--- config.mk ---
export PLATFORM = sky130hd
export DESIGN_NAME = calc1_rr_sched
export DESIGN_NICKNAME = d
export VERILOG_FILES = /design/src/rtl/calc1_pkg.sv /design/src/rtl/calc1_alu.sv /design/src/rtl/calc1_rr_sched.sv
export SDC_FILE = /design/constraint.sdc
export NUM_CORES = 1
export LEC_CHECK = 0
export CORE_MARGIN = 2
export CORE_UTILIZATION = 56
export CTS_BUF_LIST = sky130_fd_sc_hd__clkbuf_8 sky130_fd_sc_hd__clkbuf_16
export DETAILED_ROUTE_END_ITERATION = 16
export GPL_TIMING_DRIVEN = 0
export PLACE_DENSITY = 0.87
export SETUP_SLACK_MARGIN = 0.05
export SYNTH_ARGS = -nofsm -noshare
export SYNTH_HDL_FRONTEND = slang
export SYNTH_HIERARCHICAL = 1
export SYNTH_SLANG_ARGS = --single-unit
--- constraint.sdc ---
create_clock -name c_clk -period 20.5 [get_ports c_clk]
set_input_delay 4.1 -clock c_clk [delete_from_list [all_inputs] [get_ports c_clk]]
set_output_delay 4.1 -clock c_clk [all_outputs]
set_load 0.02 [all_outputs]
--- src/rtl/calc1_pkg.sv ---
// Shared widths, command/response encodings and the per-port state type
// for the four-port round-robin calculator scheduler.
package calc1_pkg;

    localparam int DATA_W     = 32;
    localparam int CMD_W      = 4;
    localparam int RESP_W     = 2;
    localparam int NUM_PORTS  = 4;
    localparam int PORT_IDX_W = $clog2(NUM_PORTS);

    localparam logic [CMD_W-1:0] CMD_NOP = 4'd0;
    localparam logic [CMD_W-1:0] CMD_ADD = 4'd1;
    localparam logic [CMD_W-1:0] CMD_SUB = 4'd2;
    localparam logic [CMD_W-1:0] CMD_SHL = 4'd5;
    localparam logic [CMD_W-1:0] CMD_SHR = 4'd6;

    localparam logic [RESP_W-1:0] RESP_NONE = 2'd0;
    localparam logic [RESP_W-1:0] RESP_OK   = 2'd1;
    localparam logic [RESP_W-1:0] RESP_ERR  = 2'd2;

    // state    | meaning
    // ST_IDLE  | waiting for a non-zero command (op1 arrives with it)
    // ST_OP2   | capturing op2 from the data bus, command bus ignored
    // ST_READY | operands complete, waiting for an ALU grant
    typedef enum logic [1:0] {
        ST_IDLE  = 2'd0,
        ST_OP2   = 2'd1,
        ST_READY = 2'd2
    } port_state_t;

endpackage

--- src/rtl/calc1_alu.sv ---
// Combinational ALU shared by all ports. Any failure (carry out, borrow,
// unknown command) returns RESP_ERR with zero data.
module calc1_alu
    import calc1_pkg::*;
(
    input  logic [CMD_W-1:0]  cmd,
    input  logic [DATA_W-1:0] op1,
    input  logic [DATA_W-1:0] op2,
    output logic [RESP_W-1:0] resp,
    output logic [DATA_W-1:0] data
);

    logic [DATA_W:0] sum;

    assign sum = {1'b0, op1} + {1'b0, op2};

    // Decode the command and produce the response code and result.
    always_comb begin
        resp = RESP_ERR;
        data = '0;
        case (cmd)
            CMD_ADD: begin
                if (!sum[DATA_W]) begin
                    resp = RESP_OK;
                    data = sum[DATA_W-1:0];
                end
            end
            CMD_SUB: begin
                if (op2 <= op1) begin
                    resp = RESP_OK;
                    data = op1 - op2;
                end
            end
            // Shift amount is the five least-significant bits of op2.
            CMD_SHL: begin
                resp = RESP_OK;
                data = op1 << op2[4:0];
            end
            CMD_SHR: begin
                resp = RESP_OK;
                data = op1 >> op2[4:0];
            end
            default: begin
                resp = RESP_ERR;
                data = '0;
            end
        endcase
    end

endmodule

--- src/rtl/calc1_rr_sched.sv ---
// Four-port calculator front end: each port collects cmd/op1/op2 over two
// cycles, then competes round-robin for the single shared ALU. The result
// is registered and shown to the winning port for exactly one cycle.
module calc1_rr_sched
    import calc1_pkg::*;
(
    input  logic              c_clk,
    input  logic              reset,
    input  logic [CMD_W-1:0]  req1_cmd_in,
    input  logic [CMD_W-1:0]  req2_cmd_in,
    input  logic [CMD_W-1:0]  req3_cmd_in,
    input  logic [CMD_W-1:0]  req4_cmd_in,
    input  logic [DATA_W-1:0] req1_data_in,
    input  logic [DATA_W-1:0] req2_data_in,
    input  logic [DATA_W-1:0] req3_data_in,
    input  logic [DATA_W-1:0] req4_data_in,
    output logic [RESP_W-1:0] out1_resp,
    output logic [RESP_W-1:0] out2_resp,
    output logic [RESP_W-1:0] out3_resp,
    output logic [RESP_W-1:0] out4_resp,
    output logic [DATA_W-1:0] out1_data,
    output logic [DATA_W-1:0] out2_data,
    output logic [DATA_W-1:0] out3_data,
    output logic [DATA_W-1:0] out4_data
);

    logic [CMD_W-1:0]      cmd_in  [NUM_PORTS];
    logic [DATA_W-1:0]     data_in [NUM_PORTS];

    port_state_t           state_q [NUM_PORTS];
    port_state_t           state_d [NUM_PORTS];
    logic [CMD_W-1:0]      cmd_q   [NUM_PORTS];
    logic [DATA_W-1:0]     op1_q   [NUM_PORTS];
    logic [DATA_W-1:0]     op2_q   [NUM_PORTS];

    logic [PORT_IDX_W-1:0] last_q;
    logic [PORT_IDX_W-1:0] gnt_idx;
    logic                  gnt_vld;

    logic [CMD_W-1:0]      alu_cmd;
    logic [DATA_W-1:0]     alu_op1;
    logic [DATA_W-1:0]     alu_op2;
    logic [RESP_W-1:0]     alu_resp;
    logic [DATA_W-1:0]     alu_data;

    logic [RESP_W-1:0]     resp_q  [NUM_PORTS];
    logic [DATA_W-1:0]     rdata_q [NUM_PORTS];

    assign cmd_in[0]  = req1_cmd_in;
    assign cmd_in[1]  = req2_cmd_in;
    assign cmd_in[2]  = req3_cmd_in;
    assign cmd_in[3]  = req4_cmd_in;
    assign data_in[0] = req1_data_in;
    assign data_in[1] = req2_data_in;
    assign data_in[2] = req3_data_in;
    assign data_in[3] = req4_data_in;

    // Round-robin search starting at the port after the last one granted.
    always_comb begin
        logic [PORT_IDX_W-1:0] cand;
        cand    = '0;
        gnt_vld = 1'b0;
        gnt_idx = last_q;
        for (int i = 1; i <= NUM_PORTS; i++) begin
            cand = last_q + PORT_IDX_W'(i);
            if (!gnt_vld && state_q[cand] == ST_READY) begin
                gnt_vld = 1'b1;
                gnt_idx = cand;
            end
        end
    end

    // Per-port next-state logic.
    always_comb begin
        for (int p = 0; p < NUM_PORTS; p++) begin
            state_d[p] = state_q[p];
            case (state_q[p])
                ST_IDLE:  if (cmd_in[p] != CMD_NOP) state_d[p] = ST_OP2;
                ST_OP2:   state_d[p] = ST_READY;
                ST_READY: if (gnt_vld && gnt_idx == PORT_IDX_W'(p)) state_d[p] = ST_IDLE;
                default:  state_d[p] = ST_IDLE;
            endcase
        end
    end

    // Per-port state registers.
    always_ff @(posedge c_clk or posedge reset) begin
        if (reset) begin
            for (int p = 0; p < NUM_PORTS; p++) state_q[p] <= ST_IDLE;
        end else begin
            for (int p = 0; p < NUM_PORTS; p++) state_q[p] <= state_d[p];
        end
    end

    // Operand capture: cmd/op1 on acceptance, op2 on the following cycle.
    always_ff @(posedge c_clk or posedge reset) begin
        if (reset) begin
            for (int p = 0; p < NUM_PORTS; p++) begin
                cmd_q[p] <= CMD_NOP;
                op1_q[p] <= '0;
                op2_q[p] <= '0;
            end
        end else begin
            for (int p = 0; p < NUM_PORTS; p++) begin
                if (state_q[p] == ST_IDLE && cmd_in[p] != CMD_NOP) begin
                    cmd_q[p] <= cmd_in[p];
                    op1_q[p] <= data_in[p];
                end
                if (state_q[p] == ST_OP2) op2_q[p] <= data_in[p];
            end
        end
    end

    assign alu_cmd = cmd_q[gnt_idx];
    assign alu_op1 = op1_q[gnt_idx];
    assign alu_op2 = op2_q[gnt_idx];

    calc1_alu u_alu (
        .cmd  (alu_cmd),
        .op1  (alu_op1),
        .op2  (alu_op2),
        .resp (alu_resp),
        .data (alu_data)
    );

    // Register the ALU result for the granted port; all others read zero.
    always_ff @(posedge c_clk or posedge reset) begin
        if (reset) begin
            last_q <= PORT_IDX_W'(NUM_PORTS - 1);
            for (int p = 0; p < NUM_PORTS; p++) begin
                resp_q[p]  <= RESP_NONE;
                rdata_q[p] <= '0;
            end
        end else begin
            for (int p = 0; p < NUM_PORTS; p++) begin
                resp_q[p]  <= RESP_NONE;
                rdata_q[p] <= '0;
            end
            if (gnt_vld) begin
                last_q           <= gnt_idx;
                resp_q[gnt_idx]  <= alu_resp;
                rdata_q[gnt_idx] <= alu_data;
            end
        end
    end

    assign out1_resp = resp_q[0];
    assign out2_resp = resp_q[1];
    assign out3_resp = resp_q[2];
    assign out4_resp = resp_q[3];
    assign out1_data = rdata_q[0];
    assign out2_data = rdata_q[1];
    assign out3_data = rdata_q[2];
    assign out4_data = rdata_q[3];

endmodule

==> metrics.txt, run 1 <==
root buffer cell=clkbuf_16; core box area=0.0431 mm²; largest cells by area after synthesis=dfrtp_1, mux2i_1, nand2_1; most common cell in the synthesized netlist=nand2_1; DR WL/cell=28.9 µm; share of cells above drive strength 1=11.8%; io pins=282; Main synth FF type=dfrtp_1; outcome=finished, violations left; simple-gate share of the synthesized area=17.3%; sequential share of the synthesized area=42.8%; Vias/cell=6.64; crit path DAT=8.25 ns; Worst setup startpoint=state_q[1]; HPWL Detailed=74400 µm; Synth area leader=dfrtp_1; GRT Resource Usage Total=44.1%; largest family of logic cells by synthesized area=multiplexers; vias in the first global route=22900; EDFF count, synth=0; Layout Nets=3054; GRT Residual Overflow=0; hold_ws=0.479 ns; Clock Skews=0.0370 ns; CTS tree=done; clock buffer depth=3; initial antenna violation count=0; maxcap violations=6; CP required=20.96 ns; WL final=100000 µm; critical path class=reg -> reg; Synth Cell Area=0.0244 mm²; worst r2r src=state_q[1]; Hold Startpoint=op1_q[71]; FMAX=128 MHz; Reg-to-Reg End=out2_data[8]; Worst Tran Pin Value=1.51 ns; portion of netlist area occupied by mux cells=19.2%; syn nets=2725; RSZ-0062 raised after global routing=no; drt first pass iters=8; top post-synthesis cells by count=nand2_1, dfrtp_1, mux2i_1, nor2_1, mux2_2; Final Max Slew Viols=21; Max transition margin=-3.83%; Worst R2R Setup Slack=12.71 ns; synthesized-area fraction occupied by adder cells=3.49%; Initial Utilization=56.7%; Post-Syn Instances=2512; Hold WC Path Type=reg -> reg; number of buffers added on ports=281; Die W=213 µm; ANT nets after route=0; CTS Sinks=418; DIE AREA=0.0453 mm²; Final Hold Vio Count=0; Compound-Gate Fraction of Synth Area=12.2%; Post-Syn Area per Cell=9.73 µm²; first-pass GRT wire length=146000 µm; CTS Buf Count=42; #FFs+latches synth=418; drt drc=0; Die H=213 µm; TNS Setup=0 ns; largest net degree at the start of global routing=128; CTS resizes=0; post-synth top area share=42.6%; asr flop ratio synth=100%; Cells on Worst Hold Path=2; Final period util=38.0%; final setup vio count=0; Post-Synth XOR/XNOR Area=0.0717%; violated checks=max-capacitance violations, max-slew violations; depth of the CTS H-tree=2; crit end category=flop; setup ws final=12.71 ns; Yosys warnings=6; worst slack at placement=13.05 ns; Post-CTS Setup Inserts=0; Iteration-0 DRC Markers=3207; shortest period the worst path allows=7.79 ns; cell count of the worst reg-to-reg path=25; synth-to-layout area growth=20.7%; number of fill cells in the layout=3001; RD Place Congestion=1.07; worst skew pair latency=0.60 ns; Synth cell types=92; hold buffer count at cts=0; CP startpoint kind=flop; CTS clk-pin slew, worst paths=0.07 ns; row count=76; routed vias=22900; Hold EP=op1_q[71]; crit path max fanout=10
per-stage QoR:
step | instance area (µm²) | util [%] | std cells
detailed placement | 28100 | 65.2 | 3382
finish | 29500 | 68.4 | 3455
CTS | 29500 | 68.4 | 3454
floorplan | 24400 | - | 2512
global placement | 28000 | 65.0 | 3378
global route | 29500 | 68.4 | 3454
cell type report:
class | instances | area (µm²) | share of cell area [%]
antenna | 1 | 2.50 | 0.00849
buffer | 158 | 911 | 3.09
clock buffer | 49 | 1150 | 3.89
clock inverter | 23 | 236 | 0.802
inverter | 74 | 285 | 0.968
multi-input combinational | 1862 | 12800 | 43.4
sequential | 418 | 10500 | 35.5
tap | 585 | 732 | 2.48
timing repair buffer | 285 | 2900 | 9.84
registers in the layout (all words and copies together), names as in the netlist:
name       flops
op2_q        128
last_q         2
cmd_q         16
out1_data     32
out2_resp      2
state_q        8
out4_data     32
out2_data     32
out3_data     32
out3_resp      2
out4_resp      2
out1_resp      2
op1_q        128
per-layer routing:
metal  part of all wire [%]  vias up  GRT usage, %
li1                       -     9424             -
met1                     37    11200          55.7
met2                     46     1857          70.2
met3                     10      421          8.34
met4                    7.2        0          28.0
met5                      0        -             0
cell families (layout without fill, tap and decap cells):
family / count (synthesis) / count (layout)
flip-flops: 418 / 418
AND/OR/NAND/NOR: 945 / 945
multiplexers: 419 / 419
XOR/XNOR: 2 / 2
adder cells (fa/ha/maj): 67 / 67
buffers and inverters: 232 / 589
AO/OA/AOI/OAI: 429 / 429
other: 0 / 1
layout by cell type, fill, tap and decap left out, drive strengths merged, types with 11 or more instances in the layout:
master | netlist | routed
o21bai | 11 | 11
a21oi | 113 | 113
buf | 68 | 72
a221oi | 19 | 19
nand2 | 488 | 488
nand4 | 13 | 13
ha | 65 | 65
nor3 | 28 | 28
mux2i | 261 | 261
o22ai | 34 | 34
nor2 | 178 | 178
and3 | 42 | 42
clkdlybuf4s50 | 0 | 281
nor2b | 13 | 13
nand3 | 20 | 20
o21ai | 85 | 85
clkbuf | 90 | 139
inv | 72 | 83
a22oi | 11 | 11
and2 | 109 | 109
a211oi | 14 | 14
o221ai | 12 | 12
mux4 | 27 | 27
o211ai | 17 | 17
dfrtp | 416 | 416
mux2 | 131 | 131
nand2b | 24 | 24
a31oi | 18 | 18
how the worst max path moves through the flow:
stage                   endpoint  slack (ns)
floorplan               cmd_q[0]        4.77
global placement       op2_q[49]        1.11
detailed placement  out4_data[8]       13.05
CTS                 out2_data[8]       12.94
global route        out2_data[8]       12.38
finish              out2_data[8]       12.71
worst max-delay path, cell delays in order, from the launching register on:
cell      delay (ns)
dfrtp_1         0.41
nor2b_1         0.14
buf_2           0.24
o21ai_1         0.17
a21oi_1         0.09
a221oi_2        0.21
buf_4           0.21
buf_2           0.42
mux2i_1         0.39
inv_2           0.26
buf_1           0.61
clkbuf_1        0.65
ha_1            0.36
buf_2           0.18
o21bai_1        0.18
a211oi_1        0.15
o211ai_2        0.33
nand4_1         0.19
a21oi_1         0.23
o21a_1          0.27
buf_2           0.29
buf_2           0.37
o22ai_1         0.11
o21ai_0         0.62
nand3_1         0.31
and2_1          0.23
Power of run 1 is left out: the tool's default activity adds up to more than one toggle a clock period on the data nets, which glitch-free logic cannot reach.
==> run 2: changes to the inputs <==
--- a/config.mk
+++ b/config.mk
@@ -6,11 +6,11 @@
 export NUM_CORES = 1
 export LEC_CHECK = 0
 export CORE_MARGIN = 2
-export CORE_UTILIZATION = 56
+export CORE_UTILIZATION = 52
 export CTS_BUF_LIST = sky130_fd_sc_hd__clkbuf_8 sky130_fd_sc_hd__clkbuf_16
 export DETAILED_ROUTE_END_ITERATION = 16
 export GPL_TIMING_DRIVEN = 0
-export PLACE_DENSITY = 0.87
+export PLACE_DENSITY = 0.85
 export SETUP_SLACK_MARGIN = 0.05
 export SYNTH_ARGS = -nofsm -noshare
 export SYNTH_HDL_FRONTEND = slang
==> constraint.sdc (replaced) <==
create_clock -name c_clk -period 7.02 [get_ports c_clk]
set_input_delay 1.404 -clock c_clk [delete_from_list [all_inputs] [get_ports c_clk]]
set_output_delay 1.404 -clock c_clk [all_outputs]
set_load 0.02 [all_outputs]
==> run 2 against run 1 <==
  * The run still ends with max-capacitance violations, max-slew violations left
  * Worst hold slack lost 0.0037 ns
  * Critical path depth is the same
  * Register-to-register slack lost 13 ns
  * Via count shrank 4.2%
  * Wire length shrank 6.1%
  * Clock skew shrank 0.022 ns
  * Final cell count grew 0.96%
  * Die area grew 7.5%
  * First-iteration DRC count shrank 18%
  * Critical path type unchanged
==> metrics.txt, run 2 (synthesized netlist as in run 1, its figures left out) <==
drt drc=0 (unchanged); share of cells above drive strength 1=12.5% (was 11.8%); DR WL/cell=26.9 µm (was 28.9 µm); CP startpoint kind=flop (unchanged); Worst Tran Pin Value=1.53 ns (was 1.51 ns); Max transition margin=-5.24% (was -3.83%); Final Hold Vio Count=0 (unchanged); maxcap violations=3 (was 6); Die W=221 µm (was 213 µm); Die H=221 µm (was 213 µm); Clock Skews=0.0150 ns (was 0.0370 ns); largest net degree at the start of global routing=51 (was 128); io pins=282 (unchanged); critical path class=reg -> reg (unchanged); Multi-input gate area=0.0128 mm² (about the same); CP required=7.49 ns (was 20.96 ns); most common cell after layout, fill and taps aside=nand2_1 (unchanged); Antenna diodes=0 (was 1); CP delay by family, top=buffers and inverters (unchanged); final instance area=0.0297 mm² (was 0.0295 mm²); met3 wire length=8150 µm (was 10300 µm); first-pass GRT wire length=136000 µm (was 146000 µm); CTS clk-pin slew, worst paths=0.06 ns (was 0.07 ns); vias in the first global route=21700 (was 22900); synth-to-layout area growth=21.7% (was 20.7%); shortest period the worst path allows=6.89 ns (was 7.79 ns); GRT Residual Overflow=0 (unchanged); depth of the CTS H-tree=2 (unchanged); commonest cells after routing, fill and taps aside=nand2_1, dfrtp_1, clkdlybuf4s50_1, mux2i_1, nor2_1 (unchanged); Vias/cell=6.30 (was 6.64); biggest regs=op1_q x128, op2_q x128 (unchanged); number of fill cells in the layout=3668 (was 3001); core box area=0.0465 mm² (was 0.0431 mm²); violated checks=max-capacitance violations, max-slew violations (unchanged); WL met2=44100 µm (was 45700 µm); FMAX=145 MHz (was 128 MHz); Final period util=98.1% (was 38.0%); DR top layer=met4 (unchanged); Initial Utilization=52.6% (was 56.7%); Hold WC Path Type=reg -> reg (unchanged); CTS Buf Count=42 (unchanged); cell mode on critical path=buf_2 (unchanged); crit path DAT=7.36 ns (was 8.25 ns); WL met1=36800 µm (was 36700 µm); CTS Sinks=418 (unchanged); number of buffers added on ports=281 (unchanged); root buffer cell=clkbuf_16 (unchanged); outcome=finished, violations left (unchanged); RSZ-0062 raised after global routing=no (unchanged); row count=79 (was 76); hold buffer count at cts=0 (unchanged); RD Place Congestion=1.03 (was 1.07); crit path max fanout=11 (was 10); slowest stage delay, CP=0.49 ns (was 0.65 ns); routed vias=22000 (was 22900); CTS tree=done (unchanged); Sequential cell area=0.0105 mm² (unchanged); clock buffer depth=3 (unchanged); Buf/Inv on CP=9 (unchanged); WL final=93900 µm (was 100000 µm); final setup vio count=0 (unchanged); placed instance area=0.0282 mm² (was 0.0281 mm²); GRT Resource Usage Total=38.1% (was 44.1%); drt first pass iters=6 (was 8); ANT nets after route=0 (unchanged); Iteration-0 DRC Markers=2644 (was 3207); DIE AREA=0.0487 mm² (was 0.0453 mm²); Final Max Slew Viols=19 (was 21); Layout Nets=3065 (was 3054); HPWL Detailed=72700 µm (was 74400 µm); worst skew pair latency=0.59 ns (was 0.60 ns); slowest CP cell=fa_1 (was clkbuf_1); initial antenna violation count=2 (was 0); crit end category=flop (unchanged)
[run 2: cell type report]
cell class | count | area share (%)
inverter | 74 | 0.960
multi-input combinational | 1862 | 43.2
tap | 607 | 2.55
clock buffer | 51 | 3.95
timing repair buffer | 298 | 10.4
buffer | 156 | 3.07
sequential | 418 | 35.2
clock inverter | 22 | 0.690
[run 2: worst reg2reg max path: cells and delay by family (launching register included)]
| kind | cells | cell delay (ns) |
|---|---|---|
| flops | 1 | 0.43 |
| buf+inv | 9 | 2.47 |
| compound gates | 10 | 2.21 |
| fa+ha+maj | 1 | 0.49 |
| simple gates | 4 | 0.76 |
| mux | 1 | 0.40 |
[run 2: through the flow]
step                utilization (%)  setup slack (ns)  cells  hold slack (ns)  TNS [ns]
finish                         64.0             0.134   3488            0.476         0
floorplan                         -           -0.0199   2512            0.445     -8.28
global route                   64.0            0.0541   3488            0.487         0
CTS                            63.8            0.0857   3483            0.477         0
global placement               60.3             -2.17   3400            0.457   -919.87
detailed placement             60.8            -0.916   3411            0.462    -69.28
[run 2: per-layer routing]
metal / vias up / GRT usage [%]
met5: - / 0
met4: 0 / 18.1
met3: 252 / 6.86
met2: 1367 / 62.4
met1: 10900 / 49.0
li1: 9462 / -
[run 2: path summary, 6_finish.rpt]
path / startpoint / to / slack, ns / cells after the start
setup / recovery: state_q[1] / out2_data[7] / 0.13 / 25
hold / removal: op1_q[75] / op1_q[75] / 0.48 / 2
setup reg to reg: state_q[1] / out2_data[7] / 0.13 / 25
hold reg to reg: op1_q[75] / op1_q[75] / 0.48 / 2
max in group asynchronous: reset / op2_q[111] / 3.82 / 7
min in group asynchronous: reset / out2_data[0] / 1.37 / 2
[run 2: what timing repair did]
action,in CTS,in global routing
gates resized for setup,13,4
cloned,0,0
pin swaps,0,1
hold endpoints to repair,0,0
endpoints found under the setup margin,136,91
buffers inserted,0,6
Power of run 2 is left out for the same reason.
